`src/rtl/split_solve_seq_pkg.sv`:
```
`default_nettype none
// ============================================================================
//  Module      : split_solve_pkg
//  Description : Shared types and constants for the split-constraint solver
//                sequencer: FSM states, candidate slicing, LFSR taps.
//  Revision    : 1.0 - initial release
// ============================================================================
package split_solve_pkg;

    typedef enum logic [1:0] {
        IDLE = 2'd0,
        GEN  = 2'd1,
        EVAL = 2'd2,
        HOLD = 2'd3
    } state_e;

    // Candidate bit-slice layout inside the LFSR state
    localparam int V0_LSB = 0;
    localparam int V0_W   = 13;
    localparam int V1_LSB = 13;
    localparam int V1_W   = 13;
    localparam int V2_LSB = 26;
    localparam int V2_W   = 14;
    localparam int V3_LSB = 40;
    localparam int V3_W   = 14;
    localparam int V4_LSB = 54;
    localparam int V4_W   = 8;
    localparam int CAND_W = 62;

    // Right-shifting Galois taps for x^64+x^63+x^61+x^60+1
    localparam logic [63:0] LFSR_TAPS = 64'hD800_0000_0000_0000;

    // Field order makes the packed value equal {var_4,var_3,var_2,var_1,var_0}
    typedef struct packed {
        logic [V4_W-1:0] v4;
        logic [V3_W-1:0] v3;
        logic [V2_W-1:0] v2;
        logic [V1_W-1:0] v1;
        logic [V0_W-1:0] v0;
    } cand_t;

    function automatic cand_t slice_cand(input logic [CAND_W-1:0] s);
        cand_t c;
        c.v0 = s[V0_LSB +: V0_W];
        c.v1 = s[V1_LSB +: V1_W];
        c.v2 = s[V2_LSB +: V2_W];
        c.v3 = s[V3_LSB +: V3_W];
        c.v4 = s[V4_LSB +: V4_W];
        return c;
    endfunction

endpackage
`default_nettype wire

```
`src/rtl/split_solve_seq_if.sv`:
```
`default_nettype none
// ============================================================================
//  Module      : split_solve_seq_if
//  Description : Control, checker and solution-stream signals of the solver
//                sequencer. slave = sequencer side, master = environment.
//  Revision    : 1.0 - initial release
// ============================================================================
interface split_solve_seq_if
    import split_solve_pkg::*;
#(
    parameter int CNT_W = 16
) ();
    logic                start;
    logic [7:0]          req_count;
    logic [63:0]         seed;
    logic                abort;
    logic [V0_W-1:0]     cand_var_0;
    logic [V1_W-1:0]     cand_var_1;
    logic [V2_W-1:0]     cand_var_2;
    logic [V3_W-1:0]     cand_var_3;
    logic [V4_W-1:0]     cand_var_4;
    logic                chk_x;
    logic                sol_valid;
    logic                sol_ready;
    logic [CAND_W-1:0]   sol_data;
    logic                busy;
    logic                done;
    logic                fail;
    logic [CNT_W-1:0]    attempts;
    logic [CNT_W-1:0]    total_tries;

    modport slave (
        input  start, req_count, seed, abort, chk_x, sol_ready,
        output cand_var_0, cand_var_1, cand_var_2, cand_var_3, cand_var_4,
        output sol_valid, sol_data, busy, done, fail, attempts, total_tries
    );

    modport master (
        output start, req_count, seed, abort, chk_x, sol_ready,
        input  cand_var_0, cand_var_1, cand_var_2, cand_var_3, cand_var_4,
        input  sol_valid, sol_data, busy, done, fail, attempts, total_tries
    );
endinterface
`default_nettype wire

```
`src/rtl/split_solve_seq_lfsr.sv`:
```
`default_nettype none
// ============================================================================
//  Module      : split_lfsr
//  Description : Galois LFSR with seed load (all-zero seed replaced by 1) and
//                single-step advance. Exposes the candidate slices of the
//                next state so the caller can register them on the step.
//  Revision    : 1.0 - initial release
// ============================================================================
module split_lfsr
    import split_solve_pkg::*;
#(
    parameter int W = 64
) (
    input  wire logic         clk,
    input  wire logic         rst_n,
    input  wire logic         load_i,
    input  wire logic [W-1:0] seed_i,
    input  wire logic         step_i,
    output cand_t             next_cand_o
);
    localparam logic [W-1:0] TAPS = W'(LFSR_TAPS);
    localparam logic [W-1:0] ONE  = W'(1);

    logic [W-1:0] lfsr_q;
    logic [W-1:0] lfsr_d;
    logic [W-1:0] step_val;

    // One Galois step: shift right, fold taps in when the bit shifted out is 1
    always_comb begin
        step_val = {1'b0, lfsr_q[W-1:1]} ^ (lfsr_q[0] ? TAPS : '0);
    end

    // Load takes precedence over step; a zero seed would lock the LFSR
    always_comb begin
        lfsr_d = lfsr_q;
        if (load_i) begin
            lfsr_d = (seed_i == '0) ? ONE : seed_i;
        end else if (step_i) begin
            lfsr_d = step_val;
        end
    end

    // State register
    always_ff @(posedge clk or negedge rst_n) begin
        if (!rst_n) begin
            lfsr_q <= ONE;
        end else begin
            lfsr_q <= lfsr_d;
        end
    end

    assign next_cand_o = slice_cand(step_val[CAND_W-1:0]);

endmodule
`default_nettype wire

```
`src/rtl/split_solve_seq.sv`:
```
`default_nettype none
// ============================================================================
//  Module      : split_solve_seq
//  Description : Pseudo-random search sequencer. Presents LFSR candidates to an
//                external combinational checker, retries up to MAX_TRIES per
//                solution and streams accepted tuples over valid/ready.
//  Revision    : 1.0 - initial release
// ============================================================================
module split_solve_seq
    import split_solve_pkg::*;
#(
    parameter int MAX_TRIES = 1024,
    parameter int CNT_W     = 16,
    parameter int LFSR_W    = 64
) (
    input  wire logic        clk,
    input  wire logic        rst_n,
    split_solve_seq_if.slave bus
);
    state_e             state_q, state_d;
    cand_t              cand_q, cand_d;
    logic [CAND_W-1:0]  sol_data_q, sol_data_d;
    logic               sol_valid_q, sol_valid_d;
    logic [CNT_W-1:0]   attempts_q, attempts_d;
    logic [CNT_W-1:0]   total_q, total_d;
    logic [7:0]         remaining_q, remaining_d;
    logic               done_q, done_d;
    logic               fail_q, fail_d;

    logic               lfsr_load;
    logic               lfsr_step;
    cand_t              lfsr_cand;
    logic [CNT_W:0]     attempts_inc;

    split_lfsr #(
        .W (LFSR_W)
    ) u_lfsr (
        .clk         (clk),
        .rst_n       (rst_n),
        .load_i      (lfsr_load),
        .seed_i      (LFSR_W'(bus.seed)),
        .step_i      (lfsr_step),
        .next_cand_o (lfsr_cand)
    );

    // Extra bit keeps the budget compare exact when MAX_TRIES == 2**CNT_W
    assign attempts_inc = {1'b0, attempts_q} + (CNT_W+1)'(1);

    // Next-state and datapath updates; abort overrides every state
    always_comb begin
        state_d     = state_q;
        cand_d      = cand_q;
        sol_data_d  = sol_data_q;
        sol_valid_d = sol_valid_q;
        attempts_d  = attempts_q;
        total_d     = total_q;
        remaining_d = remaining_q;
        done_d      = 1'b0;
        fail_d      = 1'b0;
        lfsr_load   = 1'b0;
        lfsr_step   = 1'b0;

        if (bus.abort) begin
            state_d     = IDLE;
            sol_valid_d = 1'b0;
        end else begin
            unique case (state_q)
                IDLE: begin
                    if (bus.start) begin
                        lfsr_load   = 1'b1;
                        remaining_d = bus.req_count;
                        total_d     = '0;
                        attempts_d  = '0;
                        if (bus.req_count == 8'd0) begin
                            done_d = 1'b1;
                        end else begin
                            state_d = GEN;
                        end
                    end
                end
                GEN: begin
                    lfsr_step = 1'b1;
                    cand_d    = lfsr_cand;
                    state_d   = EVAL;
                end
                EVAL: begin
                    total_d = (total_q == '1) ? total_q : total_q + CNT_W'(1);
                    if (bus.chk_x) begin
                        sol_data_d  = cand_q;
                        sol_valid_d = 1'b1;
                        state_d     = HOLD;
                    end else begin
                        attempts_d = attempts_inc[CNT_W-1:0];
                        if (attempts_inc == (CNT_W+1)'(MAX_TRIES)) begin
                            fail_d  = 1'b1;
                            state_d = IDLE;
                        end else begin
                            state_d = GEN;
                        end
                    end
                end
                HOLD: begin
                    if (bus.sol_ready) begin
                        sol_valid_d = 1'b0;
                        attempts_d  = '0;
                        remaining_d = remaining_q - 8'd1;
                        if (remaining_q == 8'd1) begin
                            done_d  = 1'b1;
                            state_d = IDLE;
                        end else begin
                            state_d = GEN;
                        end
                    end
                end
                default: state_d = IDLE;
            endcase
        end
    end

    // All sequencer state registers
    always_ff @(posedge clk or negedge rst_n) begin
        if (!rst_n) begin
            state_q     <= IDLE;
            cand_q      <= '0;
            sol_data_q  <= '0;
            sol_valid_q <= 1'b0;
            attempts_q  <= '0;
            total_q     <= '0;
            remaining_q <= '0;
            done_q      <= 1'b0;
            fail_q      <= 1'b0;
        end else begin
            state_q     <= state_d;
            cand_q      <= cand_d;
            sol_data_q  <= sol_data_d;
            sol_valid_q <= sol_valid_d;
            attempts_q  <= attempts_d;
            total_q     <= total_d;
            remaining_q <= remaining_d;
            done_q      <= done_d;
            fail_q      <= fail_d;
        end
    end

    assign bus.cand_var_0  = cand_q.v0;
    assign bus.cand_var_1  = cand_q.v1;
    assign bus.cand_var_2  = cand_q.v2;
    assign bus.cand_var_3  = cand_q.v3;
    assign bus.cand_var_4  = cand_q.v4;
    assign bus.sol_valid   = sol_valid_q;
    assign bus.sol_data    = sol_data_q;
    assign bus.busy        = (state_q != IDLE);
    assign bus.done        = done_q;
    assign bus.fail        = fail_q;
    assign bus.attempts    = attempts_q;
    assign bus.total_tries = total_q;

endmodule
`default_nettype wire

```
`src/flat_wrapper.sv`:
```
// flat-port wrapper written by rule: the top's interface ports become plain ports
module split_solve_seq_flat import split_solve_pkg::*;
#(
    parameter int MAX_TRIES = 1024,
    parameter int CNT_W     = 16,
    parameter int LFSR_W    = 64
)
  (clk, rst_n, bus_start, bus_req_count, bus_seed, bus_abort, bus_chk_x, bus_sol_ready, bus_cand_var_0, bus_cand_var_1, bus_cand_var_2, bus_cand_var_3, bus_cand_var_4, bus_sol_valid, bus_sol_data, bus_busy, bus_done, bus_fail, bus_attempts, bus_total_tries);
  split_solve_seq_if #(.CNT_W(CNT_W)) bus_i ();
  input  wire logic clk;
  input  wire logic rst_n;
  input wire logic [$bits(bus_i.start)-1:0] bus_start;
  input wire logic [$bits(bus_i.req_count)-1:0] bus_req_count;
  input wire logic [$bits(bus_i.seed)-1:0] bus_seed;
  input wire logic [$bits(bus_i.abort)-1:0] bus_abort;
  input wire logic [$bits(bus_i.chk_x)-1:0] bus_chk_x;
  input wire logic [$bits(bus_i.sol_ready)-1:0] bus_sol_ready;
  output wire logic [$bits(bus_i.cand_var_0)-1:0] bus_cand_var_0;
  output wire logic [$bits(bus_i.cand_var_1)-1:0] bus_cand_var_1;
  output wire logic [$bits(bus_i.cand_var_2)-1:0] bus_cand_var_2;
  output wire logic [$bits(bus_i.cand_var_3)-1:0] bus_cand_var_3;
  output wire logic [$bits(bus_i.cand_var_4)-1:0] bus_cand_var_4;
  output wire logic [$bits(bus_i.sol_valid)-1:0] bus_sol_valid;
  output wire logic [$bits(bus_i.sol_data)-1:0] bus_sol_data;
  output wire logic [$bits(bus_i.busy)-1:0] bus_busy;
  output wire logic [$bits(bus_i.done)-1:0] bus_done;
  output wire logic [$bits(bus_i.fail)-1:0] bus_fail;
  output wire logic [$bits(bus_i.attempts)-1:0] bus_attempts;
  output wire logic [$bits(bus_i.total_tries)-1:0] bus_total_tries;
  assign bus_i.start = bus_start;
  assign bus_i.req_count = bus_req_count;
  assign bus_i.seed = bus_seed;
  assign bus_i.abort = bus_abort;
  assign bus_i.chk_x = bus_chk_x;
  assign bus_i.sol_ready = bus_sol_ready;
  assign bus_cand_var_0 = bus_i.cand_var_0;
  assign bus_cand_var_1 = bus_i.cand_var_1;
  assign bus_cand_var_2 = bus_i.cand_var_2;
  assign bus_cand_var_3 = bus_i.cand_var_3;
  assign bus_cand_var_4 = bus_i.cand_var_4;
  assign bus_sol_valid = bus_i.sol_valid;
  assign bus_sol_data = bus_i.sol_data;
  assign bus_busy = bus_i.busy;
  assign bus_done = bus_i.done;
  assign bus_fail = bus_i.fail;
  assign bus_attempts = bus_i.attempts;
  assign bus_total_tries = bus_i.total_tries;
  split_solve_seq #(.MAX_TRIES(MAX_TRIES), .CNT_W(CNT_W), .LFSR_W(LFSR_W)) u_core (.clk(clk), .rst_n(rst_n), .bus(bus_i));
endmodule
```
`config.mk`:
```
export PLATFORM = sky130hd
export DESIGN_NAME = split_solve_seq_flat
export DESIGN_NICKNAME = d
export VERILOG_FILES = /design/src/rtl/split_solve_seq_pkg.sv /design/src/rtl/split_solve_seq_if.sv /design/src/rtl/split_solve_seq_lfsr.sv /design/src/rtl/split_solve_seq.sv /design/src/flat_wrapper.sv
export SDC_FILE = /design/constraint.sdc
export NUM_CORES = 1
export LEC_CHECK = 0
export BUFFER_PORTS_ARGS = -buffer_cell sky130_fd_sc_hd__buf_2
export CORE_MARGIN = 4
export CORE_UTILIZATION = 28
export DETAILED_ROUTE_END_ITERATION = 12
export SLEW_MARGIN = 20
export SYNTH_ARGS = -nofsm -noshare
export SYNTH_HDL_FRONTEND = slang
export SYNTH_SLANG_ARGS = --single-unit
export TNS_END_PERCENT = 50
```
`constraint.sdc`:
```
create_clock -name clk -period 5.9 [get_ports clk]
set_input_delay 1.18 -clock clk [delete_from_list [all_inputs] [get_ports clk]]
set_output_delay 1.18 -clock clk [all_outputs]
set_load 0.01 [all_outputs]
```
Word-level counts from Yosys, hierarchy flattened
Cells that the tools add are included.
W data, S select, Z words.
{"block": "op_classes", "addsub": 3, "multipliers": 0, "div_mod_pow": 0, "order_cmp": 0, "n_eq_ne": 14, "n_shift": 0, "mux": 40, "bitwise": 2, "reduce_logical": 16}
{"op": "$mux W64", "n": 4}
{"op": "$logic_not A64 Y1", "n": 1}
{"op": "$mux W16", "n": 4}
{"op": "$xor A63 B64 Y64", "n": 1}
{"op": "$pmux W16 S3", "n": 1}
{"op": "$pmux W16 S2", "n": 1}
{"op": "$mux W1", "n": 19}
{"op": "$add A16 B1 Y17 const B", "n": 1}
{"op": "$eq A17 B11 Y1 const B", "n": 1}
{"op": "$add A16 B1 Y16 const B", "n": 1}
{"op": "$eq A16 B16 Y1 const B", "n": 1}
{"op": "$mux W8", "n": 2}
{"op": "$pmux W8 S2", "n": 1}
{"op": "$ne A3 B3 Y1 const B", "n": 4}
{"op": "$mux W2", "n": 5}
{"op": "$reduce_and A3 Y1", "n": 3}
{"op": "$eq A8 B1 Y1 const B", "n": 1}
{"op": "$logic_not A8 Y1", "n": 1}
{"op": "$ne A2 B2 Y1 const B", "n": 4}
{"op": "$pmux W2 S4", "n": 1}
{"op": "$reduce_and A4 Y1", "n": 2}
{"op": "$reduce_bool A2 Y1", "n": 4}
{"op": "$sub A8 B1 Y8 const B", "n": 1}
{"op": "$reduce_bool A3 Y1", "n": 2}
{"op": "7 further kinds", "n": 9}
{"block": "totals", "register_bits": 233, "latch_bits": 0, "mem_bits_rw": 0, "rom_bits": 0, "inputBits": 78, "out_inout_bits": 160, "wordCells": 89, "n_memories": 0}

Logic depth before layout (Yosys ltp)
Gate-level depths: netlist of the first run.
{"block": "logic_depth", "word_depth": 6, "mapped_depth": 9, "depth_no_buf": 8}

Cells and area by module
From an unflattened synthesis of the first run, not the netlist that was laid out.
{"block": "unflattened", "cells_unflattened": 964, "area_unflattened_um2": 10991.8}
{"mod": "split_solve_seq", "n_inst": 1, "cells_each": 602, "area_per_inst_um2": 7455.9, "seq_area_each_um2": 4229.1}
{"mod": "split_lfsr", "n_inst": 1, "cells_each": 362, "area_per_inst_um2": 3535.9, "seq_area_each_um2": 1602.8}

Worst setup path before layout of the first run
Ideal clock, no wire load.
{"block": "synth_timing", "path_type": "input port to flip-flop", "start": "in bus_start", "end": "reg u_core.remaining_q[4]", "setup_ns": 0.077, "t_arrival_ns": 2.471, "required_time_ns": 5.823, "setup_slack_ns": 3.352, "path_stages": 6, "n_path_buf": 1, "path_cell_list": "nand2_1 a211oi_1 a21boi_1 buf_2 o22ai_1 a21oi_1"}
{"block": "synth_between", "elab_chain_len": 2}
{"element": "start: declaration", "line": "flat_wrapper.sv:12", "rtl": "input wire logic [$bits(bus_i.start)-1:0] bus_start;"}
{"element": "$ne A2 B2 Y1 (no source line)"}
{"element": "$reduce_and A4 Y1 (no source line)"}
{"element": "end signal: assignment", "line": "split_solve_seq.sv:139", "rtl": "remaining_q <= remaining_d;"}
{"element": "end: declaration", "line": "split_solve_seq.sv:26", "rtl": "logic [7:0] remaining_q, remaining_d;"}
No other way between the ends.
A chain may end at the register's enable or synchronous reset.

Worst setup path in the final report of the first run
{"block": "layout_timing", "start": "in bus_abort", "end": "reg u_core.u_lfsr.lfsr_q[0]"}
{"block": "layout_between", "elab_chain_len": 2, "elab_cells_between_ends": 4, "cone_classes": "mux: 3; reduce/logical: 1"}
{"element": "start: declaration", "line": "flat_wrapper.sv:15", "rtl": "input wire logic [$bits(bus_i.abort)-1:0] bus_abort;"}
{"element": "$mux W1", "line": "split_solve_seq.sv:63", "rtl": "if (bus.abort) begin"}
{"element": "$mux W64 or $reduce_bool A2 Y1 (tied branches)"}
{"element": "end signal: assignment", "line": "split_solve_seq_lfsr.sv:48", "rtl": "lfsr_q <= lfsr_d;"}
{"element": "end: declaration", "line": "split_solve_seq_lfsr.sv:24", "rtl": "logic [W-1:0] lfsr_q;"}
Several ways; a longest one is shown, not always the timed one.

==> flow_summary.ini, run 1 <==
[clock_tree]
cts.clk_slew.worst_paths_ns = 0.06
htreeDepth = 1
postCtsSetupRepairBufs = 0
root_buffer = clkbuf_16
clock_latency_ns = 0.57
cts_max_path_buffers = 3
cts_tree = built
clock_sinks = 233
cts.repair.resized = 0
hold_buffers = 0
numCtsBuffers = 28

[sta]
setup_ws_ns = 2.72
hold_violations = 0
rsz0062_at_grt = no
finalCritPeriodShare = 0.539
fin_setup_tns_ns = 0
skew_ns = 0.0208
fmax_mhz = 314
maxSlewHeadroom = 0.336
setup_viol = 0
worst_pin_slew_ns = 0.996
period_needed_ns = 3.18
maxSlewViolCount = 0

[worst_setup_path]
r2r-end = u_core.remaining_q[2]
worst-path-buf-inv = 3
path_depth = 6
reg2reg_slack_ns = 2.83
slowest_stage = nand2_2
critical_path_class = input pin to register
cp_top_family = buffers and inverters
critPathMaxStageDelay_ns = 0.70
crit_arrival_ns = 3.67
worstPathCellList = buf_2 > clkinv_1 > nand2_2 > buf_4 > a21boi_0 > o21ai_0
crit_required_ns = 6.39
rr_startpoint = u_core.state_q[0]
cp_max_fo = 41
crit_path_end_kind = register
reg2reg_depth = 8
worstSetupStartpointType = input pin

[die]
die_w_um = 201
ioPinCount = 238
die_y_um = 201
core_um2 = 36600
dieArea_um2 = 40300
rows = 70
start_util = 0.284

[grt]
groute.usage.overall = 0.149
grt_pass1_vias = 8489
grt_util_met3 = 0.0407
grt_pass1_wl_um = 49400
use_met2 = 0.231
met1_usage = 0.209
grt_overflow = 0
busiest_layer = met2
antenna_found_initial = 7
grt_max_degree = 126

[place]
dp_hpwl_um = 21200
gp_congestion = 0.827
dp_slack_ns = 1.98
port-buffer-count = 237

[yosys]
postSynthCellCount = 1049
synth_fa_ha_area_frac = 0.0120
avgSynthCellArea_um2 = 9.90
synth_top_family_by_area = simple AND/OR/NAND/NOR gates
synthXorXnorAreaFrac = 0.00421
synth_cell_types = 54
synth_edf_count = 0
synth_compound_area_frac = 0.149
synth_mux_area_frac = 0.0720
synth_fp_nets = 1137
ys_ff_latch = 233
synth_ff_type = dfrtp_1
ys_async_sr_fraction = 1.00
synth_area_um2 = 10400
seq_area_frac_synth = 0.561
ys_warn_count = 0
synthSimpleGateAreaFrac = 0.174

[run]
drv_cap = 0

[finish]
drive_gt1_frac = 0.286
syn2layout_area_growth_pct = 25.5
final_nets = 1352
fillers = 3668

[hold_path]
whs_endpoint = u_core.u_lfsr.lfsr_q[1]
hold_class = register to register
hold_depth = 2
min-delay-start = u_core.u_lfsr.lfsr_q[1]

[routing]
drt_wl_total_um = 30800
ant_nets = 0
drc = 0
dr.pass1.iters = 5
routed_via_density = 4.99
wire_per_inst_um = 17.6
vias = 8749
initialDrtViolationCount = 467

[status]
status = finished clean

[power]
ir_worst_vdd_mv = 0.237
pwr_density_cell_nw_per_um2 = 491
p_leak_nw = 6.38
[area by class of cell]
type / count / area, um2 / area share
multi-input cells: 739 / 4300 / 0.330
flip-flops and latches: 233 / 5830 / 0.447
diodes: 1 / 2.50 / 0.000192
well taps: 468 / 586 / 0.0449
clock buffers: 39 / 802 / 0.0615
inverters: 15 / 56.3 / 0.00432
repair buffers: 247 / 1280 / 0.0985
clock inverters: 12 / 171 / 0.0131
[layer usage]
metal / routed length, um / vias up / part of all wire
met5: 80 / - / 0.0026
met4: 634 / 12 / 0.021
met3: 2110 / 51 / 0.068
met2: 13800 / 285 / 0.45
met1: 14200 / 4265 / 0.46
li1: - / 4136 / -
[power breakdown]
part	switching, mW	internal (mW)	total [mW]
Combinational	1.11	0.802	1.92
Sequential	0.478	2.22	2.69
Clock	0.702	1.08	1.79
Total	2.29	4.10	6.40
[cell usage in the layout, fill, tap and decap left out, types with 3 or more instances in the layout]
| master | n |
|---|---|
| nand3_1 | 29 |
| inv_1 | 14 |
| o22ai_1 | 8 |
| clkbuf_8 | 6 |
| or4_1 | 3 |
| xor2_1 | 3 |
| o31ai_1 | 13 |
| clkinvlp_4 | 3 |
| a21oi_1 | 20 |
| buf_2 | 236 |
| clkbuf_1 | 5 |
| nor2_1 | 25 |
| buf_4 | 9 |
| a22oi_1 | 59 |
| mux2i_1 | 5 |
| nor3_1 | 17 |
| a31oi_1 | 5 |
| and2_1 | 3 |
| nand2_1 | 278 |
| a21o_1 | 8 |
| ha_1 | 10 |
| nand4_1 | 9 |
| nor4_1 | 22 |
| or3_1 | 5 |
| o21ai_0 | 98 |
| and3_1 | 3 |
| bufinv_16 | 3 |
| clkbuf_16 | 28 |
| dfrtp_1 | 232 |
| nand2b_1 | 4 |
| a22o_1 | 13 |
| clkinv_2 | 4 |
| mux2_2 | 62 |
[stage by stage]
stage	instance area (um2)	util	std cells	power (mW)	hold WS (ns)
5_1_grt	13000	0.356	1753	6.86	0.508
4_1_cts	13000	0.356	1753	6.50	0.481
3_5_place_dp	12100	0.329	1702	4.67	0.474
3_3_place_gp	12100	0.329	1702	4.61	0.466
6_report	13000	0.356	1754	6.40	0.483
2_1_floorplan	10400	-	1049	3.80	0.450
[worst register-to-register path, delay by kind of cell (launching register included)]
| family | cells | cell delay [ns] |
|---|---|---|
| fa+ha+maj | 1 | 0.30 |
| flops | 1 | 0.44 |
| compound gates | 4 | 1.56 |
| buf+inv | 1 | 0.16 |
| simple gates | 2 | 0.47 |
[worst max path at each step]
stage	startpoint	end	slack [ns]
after CTS	u_core.state_q[0]	u_core.remaining_q[7]	2.46
after global placement	bus_abort	u_core.remaining_q[7]	2.05
after floorplan	bus_start	u_core.remaining_q[4]	3.35
after detailed placement	bus_abort	u_core.remaining_q[5]	1.98
final	bus_abort	u_core.u_lfsr.lfsr_q[0]	2.72
after global routing	bus_abort	u_core.u_lfsr.lfsr_q[0]	2.47
[cells in the mapped netlist (8+ instances only)]
cell,number,area (um2)
nand2_1,279,1050
dfrtp_1,232,5810
o21ai_0,98,490
mux2_2,62,698
a22oi_1,59,443
clkbuf_1,53,199
nand3_1,30,150
nor2_1,25,93.8
nor4_1,22,138
a21oi_1,20,100
nor3_1,17,85.1
inv_1,14,52.6
a22o_1,13,114
o31ai_1,13,97.6
ha_1,10,125
nand4_1,9,56.3
a21o_1,8,60.1
o22ai_1,8,50.1
[registers in the layout, summed over array words and instances, names as in the netlist]
| name | count |
|---|---|
| u_core.u_lfsr.lfsr_q | 64 |
| u_core.bus.sol_data | 62 |
| u_core.bus.attempts | 16 |
| u_core.bus.total_tries | 16 |
| u_core.bus.cand_var_2 | 14 |
| u_core.bus.cand_var_3 | 14 |
| u_core.bus.cand_var_0 | 13 |
| u_core.bus.cand_var_1 | 13 |
| u_core.bus.cand_var_4 | 8 |
| u_core.remaining_q | 8 |
| u_core.state_q | 2 |
| u_core.bus.done | 1 |
| u_core.bus.fail | 1 |
| u_core.bus.sol_valid | 1 |
[logic make-up (layout without fill, tap and decap cells)]
group	count (synthesis)	after routing
compound gates	242	242
xor+xnor	5	5
fa+ha+maj	10	10
buf+inv	77	313
flops	233	233
mux	67	67
other cells	0	1
simple gates	415	415
Power figures use the tool's default switching activity.
==> run 2, diff against run 1 <==
==> constraint.sdc (replaced) <==
create_clock -name clk -period 2.9 [get_ports clk]
set_input_delay 0.58 -clock clk [delete_from_list [all_inputs] [get_ports clk]]
set_output_delay 0.58 -clock clk [all_outputs]
set_load 0.01 [all_outputs]
==> flow_summary.ini, run 2 (same netlist as run 1, synthesis figures left out) <==
[place]
dp_hpwl_um = 22300
gp_congestion = 0.824
dpl_cell_area_um2 = 12200
port-buffer-count = 237

[routing]
ant_nets = 0
route.top_layer_used = met5
wire_per_inst_um = 17.6
drc = 0
routed_via_density = 4.94
wl_met3_um = 1930
dr.pass1.iters = 5
drt_wl_total_um = 31200
drt-met1-wl_um = 14400
vias = 8774
initialDrtViolationCount = 543
dr_wl_met2_um = 14300

[sta]
maxSlewHeadroom = 0.366
worst_pin_slew_ns = 0.943
fmax_mhz = 384
rsz0062_at_grt = no
maxSlewViolCount = 0
skew_ns = 0.0159
finalCritPeriodShare = 0.897
fin_setup_tns_ns = 0
setup_viol = 0
hold_violations = 0
period_needed_ns = 2.60

[clock_tree]
postCtsSetupRepairBufs = 0
clock_sinks = 233
cts.clk_slew.worst_paths_ns = 0.06
cts_max_path_buffers = 3
hold_buffers = 1
htreeDepth = 1
root_buffer = clkbuf_16
cts.repair.resized = 0
cts_tree = built
numCtsBuffers = 28
clock_latency_ns = 0.56

[worst_setup_path]
crit_path_end_kind = register
cp_max_fo = 6
crit_arrival_ns = 3.09
worstSetupStartpointType = register
crit_required_ns = 3.39
critical_path_class = register to register

[run]
drv_cap = 0

[finish]
final_nets = 1373
largest_register_ffs = 64
layout_commonest_cell = nand2_1
fillers = 3734
seqCellArea_um2 = 5830
multi_input_area_um2 = 4300
fin_area_um2 = 13300
syn2layout_area_growth_pct = 27.8
drive_gt1_frac = 0.297
final_cell_mix = nand2_1 (278), buf_2 (236), dfrtp_1 (232)
final_core_util = 0.363
regMostFlops = u_core.u_lfsr.lfsr_q

[die]
die_y_um = 201
rows = 70
start_util = 0.284
core_um2 = 36600
die_w_um = 201
dieArea_um2 = 40300
ioPinCount = 238

[status]
status = finished clean

[grt]
antenna_found_initial = 6
grt_pass1_wl_um = 50000
grt_overflow = 0
groute.usage.overall = 0.150
grt_pass1_vias = 8826
grt_max_degree = 65

[hold_path]
hold_class = input pin to register

[power]
pwr_density_cell_nw_per_um2 = 1000
ir_worst_vdd_mv = 0.411
p_leak_nw = 6.52
run 2: cell types whose count changed in the layout (fill, tap and decap cells not counted):
cell           previous run  this run
inv_6                     0         1
diode_2                   1         2
buf_12                    1         3
clkinv_2                  4         5
buf_4                     9        27
a21boi_1                  0         1
clkbuf_1                  5         3
bufinv_16                 3         6
dlygate4sd3_1             0         1
a21boi_2                  1         0
clkbuf_8                  6         3
run 2: path summary, 6_finish.rpt:
check | start | endpoint | slack (ns) | depth (start not counted)
worst min-delay path | bus_seed[60] | u_core.u_lfsr.lfsr_q[60] | 0.24 | 3
worst max register to register | u_core.state_q[0] | u_core.bus.attempts[13] | 0.30 | 8
worst max-delay path | u_core.state_q[0] | u_core.bus.attempts[13] | 0.30 | 8
min in group asynchronous | rst_n | u_core.bus.cand_var_0[9] | 0.57 | 2
worst min register to register | u_core.u_lfsr.lfsr_q[1] | u_core.u_lfsr.lfsr_q[1] | 0.48 | 2
max in group asynchronous | rst_n | u_core.bus.sol_data[42] | 1.52 | 3
run 2: critical path: stages, from the launching register on:
cell and delay (ns):
dfrtp_1 0.44, inv_1 0.16, ha_1 0.26, nand2_1 0.15
a211oi_1 0.53, and2_0 0.43, nand2_1 0.15, o31ai_1 0.26
a22o_1 0.17
run 2: per-stage QoR:
stage                     setup slack (ns)  std cells  total power, mW  hold WS [ns]
final                                0.298       1776             13.3         0.240
after global routing                0.0701       1775             14.3         0.235
after CTS                            0.291       1774             13.5         0.206
after detailed placement             0.301       1722             9.62         0.470
after global placement               0.446       1722             9.49         0.464
after floorplan                      0.741       1049             7.74         0.284
run 2: final cells by class:
class / count / share of cell area
diodes: 2 / 0.000377
clock buffers: 34 / 0.0567
clock inverters: 17 / 0.0207
inverters: 15 / 0.00424
multi-input cells: 739 / 0.324
flip-flops and latches: 233 / 0.439
well taps: 468 / 0.0441
repair buffers: 268 / 0.111
run 2: power by group:
group          total, mW  switching, mW  internal, mW
clock               3.84           1.44          2.40
sequential          5.48          0.970          4.51
combinational       4.01           2.29          1.72
total               13.3           4.70          8.62
run 2: metal layers:
layer	vias to the layer above	global-route usage
met4	8	0.0283
met3	44	0.0367
li1	4186	-
met1	4274	0.207
met2	262	0.244
met5	-	0
